--- src/rtl/alu_csr_exec_unit.sv ---
// RV32I execute-stage slice: combinational ALU with branch compares, CSR
// write-value generation, and the machine-mode CSR register file.
module alu_csr_exec_unit #(
  parameter logic [31:0] MISA_RESET = 32'h4000_0100,
  parameter logic [31:0] HART_ID    = 32'h0000_0000
) (
  input  logic        clock,
  input  logic        reset,
  input  logic [3:0]  alu_op,
  input  logic [31:0] src1,
  input  logic [31:0] src2,
  output logic [31:0] alu_result,
  input  logic [2:0]  csr_funct,
  input  logic [31:0] csr_val,
  input  logic [31:0] rs1_val,
  input  logic [31:0] imm,
  output logic [31:0] csr_result,
  input  logic [11:0] csr_r_addr,
  output logic [31:0] csr_r_val,
  input  logic [11:0] csr_w_addr,
  input  logic        w_enable,
  output logic [31:0] debug_mstatus,
  output logic [31:0] debug_misa
);

  localparam int DATA_W = 32;

  localparam logic [11:0] A_MSTATUS  = 12'h300;
  localparam logic [11:0] A_MISA     = 12'h301;
  localparam logic [11:0] A_MIE      = 12'h304;
  localparam logic [11:0] A_MTVEC    = 12'h305;
  localparam logic [11:0] A_MSCRATCH = 12'h340;
  localparam logic [11:0] A_MEPC     = 12'h341;
  localparam logic [11:0] A_MCAUSE   = 12'h342;
  localparam logic [11:0] A_MTVAL    = 12'h343;
  localparam logic [11:0] A_MIP      = 12'h344;
  localparam logic [11:0] A_MCYCLE   = 12'hB00;
  localparam logic [11:0] A_MCYCLEH  = 12'hB80;
  localparam logic [11:0] A_CYCLE    = 12'hC00;
  localparam logic [11:0] A_CYCLEH   = 12'hC80;
  localparam logic [11:0] A_MHARTID  = 12'hF14;

  // Only MIE/MPIE are stored; MPP is hardwired to machine mode.
  function automatic logic [DATA_W-1:0] mstatus_pack(input logic mpie, input logic mie);
    return {19'b0, 2'b11, 3'b0, mpie, 3'b0, mie, 3'b0};
  endfunction

  function automatic logic csr_is_writable(input logic [11:0] addr);
    case (addr)
      A_MSTATUS, A_MIE, A_MTVEC, A_MSCRATCH, A_MEPC, A_MCAUSE,
      A_MTVAL, A_MIP, A_MCYCLE, A_MCYCLEH: return 1'b1;
      default: return 1'b0;
    endcase
  endfunction

  // Value a register would read back after being written with data.
  function automatic logic [DATA_W-1:0] csr_wmask(input logic [11:0] addr,
                                                  input logic [DATA_W-1:0] data);
    case (addr)
      A_MSTATUS: return mstatus_pack(data[7], data[3]);
      A_MEPC:    return {data[DATA_W-1:2], 2'b00};
      default:   return data;
    endcase
  endfunction

  logic signed [DATA_W-1:0] src1_s;
  logic signed [DATA_W-1:0] src2_s;
  logic [4:0]               shamt;

  assign src1_s = src1;
  assign src2_s = src2;
  assign shamt  = src2[4:0];

  always_comb begin
    alu_result = '0;
    case (alu_op)
      4'd0:  alu_result = src1 + src2;
      4'd1:  alu_result = src1 - src2;
      4'd2:  alu_result = src1 << shamt;
      4'd3:  alu_result = {31'b0, src1_s < src2_s};
      4'd4:  alu_result = {31'b0, src1 < src2};
      4'd5:  alu_result = src1 ^ src2;
      4'd6:  alu_result = src1 >> shamt;
      4'd7:  alu_result = src1_s >>> shamt;
      4'd8:  alu_result = src1 | src2;
      4'd9:  alu_result = src1 & src2;
      4'd10: alu_result = {31'b0, src1 == src2};
      4'd11: alu_result = {31'b0, src1 != src2};
      4'd12: alu_result = {31'b0, src1_s >= src2_s};
      4'd13: alu_result = {31'b0, src1 >= src2};
      default: alu_result = '0;
    endcase
  end

  logic [DATA_W-1:0] zimm;
  logic              unused_imm_hi;

  assign zimm          = {27'b0, imm[4:0]};
  assign unused_imm_hi = ^imm[31:5];

  always_comb begin
    csr_result = csr_val;
    case (csr_funct)
      3'b001: csr_result = rs1_val;
      3'b010: csr_result = csr_val | rs1_val;
      3'b011: csr_result = csr_val & ~rs1_val;
      3'b101: csr_result = zimm;
      3'b110: csr_result = csr_val | zimm;
      3'b111: csr_result = csr_val & ~zimm;
      default: csr_result = csr_val;
    endcase
  end

  logic              mstatus_mie;
  logic              mstatus_mpie;
  logic [DATA_W-1:0] mie_q, mtvec_q, mscratch_q, mepc_q, mcause_q, mtval_q, mip_q;
  logic [DATA_W-1:0] mcycle_lo, mcycle_hi;
  logic [DATA_W-1:0] mstatus_val;
  logic [DATA_W-1:0] csr_rd_stored;

  assign mstatus_val   = mstatus_pack(mstatus_mpie, mstatus_mie);
  assign debug_mstatus = mstatus_val;
  assign debug_misa    = MISA_RESET;

  always_comb begin
    csr_rd_stored = '0;
    case (csr_r_addr)
      A_MSTATUS:           csr_rd_stored = mstatus_val;
      A_MISA:              csr_rd_stored = MISA_RESET;
      A_MIE:               csr_rd_stored = mie_q;
      A_MTVEC:             csr_rd_stored = mtvec_q;
      A_MSCRATCH:          csr_rd_stored = mscratch_q;
      A_MEPC:              csr_rd_stored = mepc_q;
      A_MCAUSE:            csr_rd_stored = mcause_q;
      A_MTVAL:             csr_rd_stored = mtval_q;
      A_MIP:               csr_rd_stored = mip_q;
      A_MCYCLE, A_CYCLE:   csr_rd_stored = mcycle_lo;
      A_MCYCLEH, A_CYCLEH: csr_rd_stored = mcycle_hi;
      A_MHARTID:           csr_rd_stored = HART_ID;
      default:             csr_rd_stored = '0;
    endcase
  end

  // Same-cycle write from EX is forwarded to the ID read port.
  assign csr_r_val = (w_enable && (csr_w_addr == csr_r_addr) && csr_is_writable(csr_w_addr))
                     ? csr_wmask(csr_w_addr, csr_result) : csr_rd_stored;

  always_ff @(posedge clock or negedge reset) begin
    if (!reset) begin
      mstatus_mie  <= 1'b0;
      mstatus_mpie <= 1'b0;
      mie_q        <= '0;
      mtvec_q      <= '0;
      mscratch_q   <= '0;
      mepc_q       <= '0;
      mcause_q     <= '0;
      mtval_q      <= '0;
      mip_q        <= '0;
      mcycle_lo    <= '0;
      mcycle_hi    <= '0;
    end else begin
      // Counter advances first; a write to either half below overrides just that half.
      mcycle_lo <= mcycle_lo + 32'd1;
      mcycle_hi <= mcycle_hi + {31'b0, &mcycle_lo};
      if (w_enable) begin
        case (csr_w_addr)
          A_MSTATUS: begin
            mstatus_mie  <= csr_result[3];
            mstatus_mpie <= csr_result[7];
          end
          A_MIE:      mie_q      <= csr_result;
          A_MTVEC:    mtvec_q    <= csr_result;
          A_MSCRATCH: mscratch_q <= csr_result;
          A_MEPC:     mepc_q     <= {csr_result[DATA_W-1:2], 2'b00};
          A_MCAUSE:   mcause_q   <= csr_result;
          A_MTVAL:    mtval_q    <= csr_result;
          A_MIP:      mip_q      <= csr_result;
          A_MCYCLE:   mcycle_lo  <= csr_result;
          A_MCYCLEH:  mcycle_hi  <= csr_result;
          default: ;
        endcase
      end
    end
  end

endmodule

--- config.mk ---
export PLATFORM = sky130hd
export DESIGN_NAME = alu_csr_exec_unit
export DESIGN_NICKNAME = d
export VERILOG_FILES = /design/src/rtl/alu_csr_exec_unit.sv
export SDC_FILE = /design/constraint.sdc
export NUM_CORES = 1
export LEC_CHECK = 0
export BUFFER_PORTS_ARGS = -buffer_cell sky130_fd_sc_hd__buf_4
export CAP_MARGIN = 20
export CORE_ASPECT_RATIO = 0.5
export CORE_MARGIN = 2
export CORE_UTILIZATION = 53
export CTS_CLUSTER_SIZE = 25
export DETAILED_ROUTE_END_ITERATION = 7
export MAX_ROUTING_LAYER = met4
export PLACE_DENSITY = 0.85
export SETUP_SLACK_MARGIN = 0.05
export SYNTH_ARGS = -nofsm -noshare
export SYNTH_HDL_FRONTEND = slang
export SYNTH_SLANG_ARGS = --single-unit
--- constraint.sdc ---
create_clock -name clock -period 6 [get_ports clock]
set_clock_uncertainty 0.1 [all_clocks]
set_input_delay 1.5 -clock clock [delete_from_list [all_inputs] [get_ports clock]]
set_output_delay 1.5 -clock clock [all_outputs]
set_load 0.03 [all_outputs]
==> flow_summary.json <==
{
  "grt_usage": 0.380,
  "num-fill-cells": 3631,
  "antenna_found_initial": 2,
  "synth.area.top_cells": "dfrtp_1 (30%), o21ai_0 (8.1%), nand2_1 (6.2%)",
  "final_cells": 3938,
  "p_leak_nw": 13.2,
  "area_delta_synth_final_pct": 23.1,
  "rsz0062_at_grt": "yes",
  "setup_viol": 0,
  "nNetsFinal": 3615,
  "endpoint_kind": "output pin",
  "synthDistinctLibCells": 94,
  "status": "completed",
  "dp_cells": 3867,
  "drive_gt1_frac": 0.243,
  "grt_pass1_wl_um": 138000,
  "comb_power_share": 0.308,
  "power_density_mw_per_mm2": 189,
  "finalSetupTns_ps": 0,
  "synth_area_leader_cell": "dfrtp_1",
  "grt_pass1_vias": 24221,
  "cp-startpoint": "src2[1]",
  "swShare": 0.328,
  "clk_pin_slew_ps": 60,
  "wl_um": 90600,
  "dp_hpwl_um": 65300,
  "hold_viol": 0,
  "cts_max_path_buffers": 3,
  "netlist_instances": 2949,
  "std_cell_rows": 55,
  "synth-seq-cells": 288,
  "reg2reg_to": "mcycle_hi[31]$_DFF_PN0_",
  "worst_pin_slew_ps": 1160,
  "wl_per_cell_um": 23.0,
  "cts_made_buffers": 28,
  "ios": 354,
  "drv_cap": 0,
  "synth.avg_cell_area_um2": 8.12,
  "async_reset_ff_frac": 1.00,
  "seq_area_mm2": 0.00721,
  "clk-insertion-delay-late_ps": 550,
  "final_antenna_net_count": 0,
  "critPathCapture": "alu_result[0]",
  "cts-root-buf": "clkbuf_16",
  "finalCriticalPeriod_ps": 5930,
  "initial_utilization": 0.533,
  "dieWidth_um": 305,
  "core_area_mm2": 0.0449,
  "die_y_um": 154,
  "r2r_cells": 16,
  "htreeDepth": 1,
  "vias": 25450,
  "die-area_mm2": 0.0470,
  "relSlewSlack": 0.227,
  "synth_seq_area_share": 0.301,
  "crit_path_start_kind": "input port",
  "cts_tree": "built",
  "viasPerCell": 6.46,
  "r2r_slack_ps": 1470,
  "drt_iter0_markers": 3227,
  "ir_worst_vdd_uv": 179,
  "grt_max_degree": 106,
  "yosysTopAreaCellShare": 0.301,
  "place.gp.congestion": 0.983,
  "pwr-share-seq": 0.361,
  "netlist_area_mm2": 0.0240,
  "path_class": "input port to output pin",
  "internal-power_mw": 3.74,
  "port_buffers": 264,
  "arrival_ps": 4330,
  "fin_crit_sh": 0.988,
  "max_freq_mhz": 169,
  "critPathMaxFanout": 13,
  "finish.utilization": 0.656,
  "p_clk_frac": 0.331,
  "final_max_slew_viol_count": 0,
  "drc": 0,
  "worstPathRequired_ps": 4400,
  "firstDrtPassIters": 7,
  "hp-class": "flop to flop",
  "gr-total-overflow": 0,
  "p_switching_mw": 1.82,
  "synth_flop_cell": "dfrtp_1",
  "clock_sinks": 288,
  "multi_input_area_mm2": 0.0155,
  "ys_warn_count": 0,
  "reg2reg_from": "mcycle_lo[0]$_DFF_PN0_",
  "synth_edf_count": 0
}
worst min path at each step:
stage,start,endpoint,depth (start not counted)
4_1_cts,mtval_q[30]$_DFFE_PN0P_,mtval_q[30]$_DFFE_PN0P_,2
3_3_place_gp,mtval_q[5]$_DFFE_PN0P_,mtval_q[5]$_DFFE_PN0P_,2
5_1_grt,mie_q[15]$_DFFE_PN0P_,mie_q[15]$_DFFE_PN0P_,2
2_1_floorplan,mtval_q[10]$_DFFE_PN0P_,mtval_q[10]$_DFFE_PN0P_,2
6_report,mtval_q[30]$_DFFE_PN0P_,mtval_q[30]$_DFFE_PN0P_,2
3_5_place_dp,mtval_q[30]$_DFFE_PN0P_,mtval_q[30]$_DFFE_PN0P_,2
logic make-up (layout without fill, tap and decap cells):
| family | after synthesis | count (layout) | synth area share |
|---|---|---|---|
| simple gates | 933 | 933 | 0.179 |
| other cells | 2 | 65 | 0.000313 |
| flops | 288 | 288 | 0.301 |
| compound gates | 949 | 949 | 0.254 |
| buf+inv | 436 | 764 | 0.0820 |
| mux | 156 | 156 | 0.0987 |
| fa+ha+maj | 104 | 104 | 0.0549 |
| xor+xnor | 81 | 81 | 0.0296 |
power groups by stage:
stage	Sequential, mW	Combinational, mW	Clock (mW)
4_1_cts	2.01	1.63	1.84
5_1_grt	2.01	1.82	1.92
3_3_place_gp	2.04	1.61	0
6_report	2.01	1.71	1.84
3_5_place_dp	2.04	1.62	0
2_1_floorplan	2.03	0.956	0
sequential cells by signal, summed over array words and instances (netlist names):
name and flops:
mscratch_q 32, mcycle_lo 32, mtval_q 32, mie_q 32, mip_q 32, mepc_q 30, mstatus_mie 1, mcycle_hi 32
mstatus_mpie 1, mcause_q 32, mtvec_q 32
per-stage QoR:
step	power, mW	cell area, µm²	setup WS, ps	hold slack, ps
global placement	3.64	28000	-70.6	355
global route	5.75	29500	-28.2	399
floorplan	2.99	24400	50.1	344
detailed placement	3.66	28000	-129	365
finish	5.56	29500	72.1	374
CTS	5.48	29000	65.6	378
critical path, stage by stage:
cell and delay (ps):
buf_4 100, buf_6 150, buf_12 160, mux4_2 570, mux4_2 520, a22oi_2 230
o211ai_1 230, a311o_1 370, a221o_1 310, buf_6 160
layout by cell type (no fill, tap or decap), drive strengths merged, types with 62 or more instances in the layout:
cell and instances:
a22oi 71, nand2 393, o21ai 400, conb 62, inv 138, nor2 206, a21oi 128, ha 102
dfrtp 288, buf 573, nand3 84
final cells by class:
| cell class | count | area share |
|---|---|---|
| timing repair buffer | 575 | 0.154 |
| antenna | 3 | 0.000255 |
| tap | 598 | 0.0254 |
| sequential | 288 | 0.244 |
| clock inverter | 7 | 0.00390 |
| multi-input combinational | 2285 | 0.525 |
| inverter | 139 | 0.0177 |
| clock buffer | 43 | 0.0288 |
per-layer routing:
layer  part of all wire  global-route usage
met4              0.059               0.195
met2               0.46               0.603
met3              0.093              0.0562
met5                  0                   -
met1               0.39               0.478
Yosys cell counts, drive strengths merged (33+ instances only):
| cell | n |
|---|---|
| o22ai | 41 |
| a22oi | 71 |
| nor3 | 38 |
| clkbuf | 183 |
| and3 | 52 |
| inv | 138 |
| mux4 | 56 |
| o21ai | 400 |
| buf | 114 |
| a21oi | 128 |
| mux2 | 45 |
| xor2 | 33 |
| nor2 | 206 |
| a221oi | 33 |
| mux2i | 55 |
| nand3 | 84 |
| xnor2 | 48 |
| nand2 | 393 |
| nand2b | 42 |
| ha | 102 |
| dfrtp | 288 |
timing repair:
item	CTS	global route
gates resized for setup	6	49
pin swaps	3	12
hold buffers	0	0
cloned	0	2
buffers inserted	2	11
endpoints found under the setup margin	6	19
(Power assumes the default switching activity.)
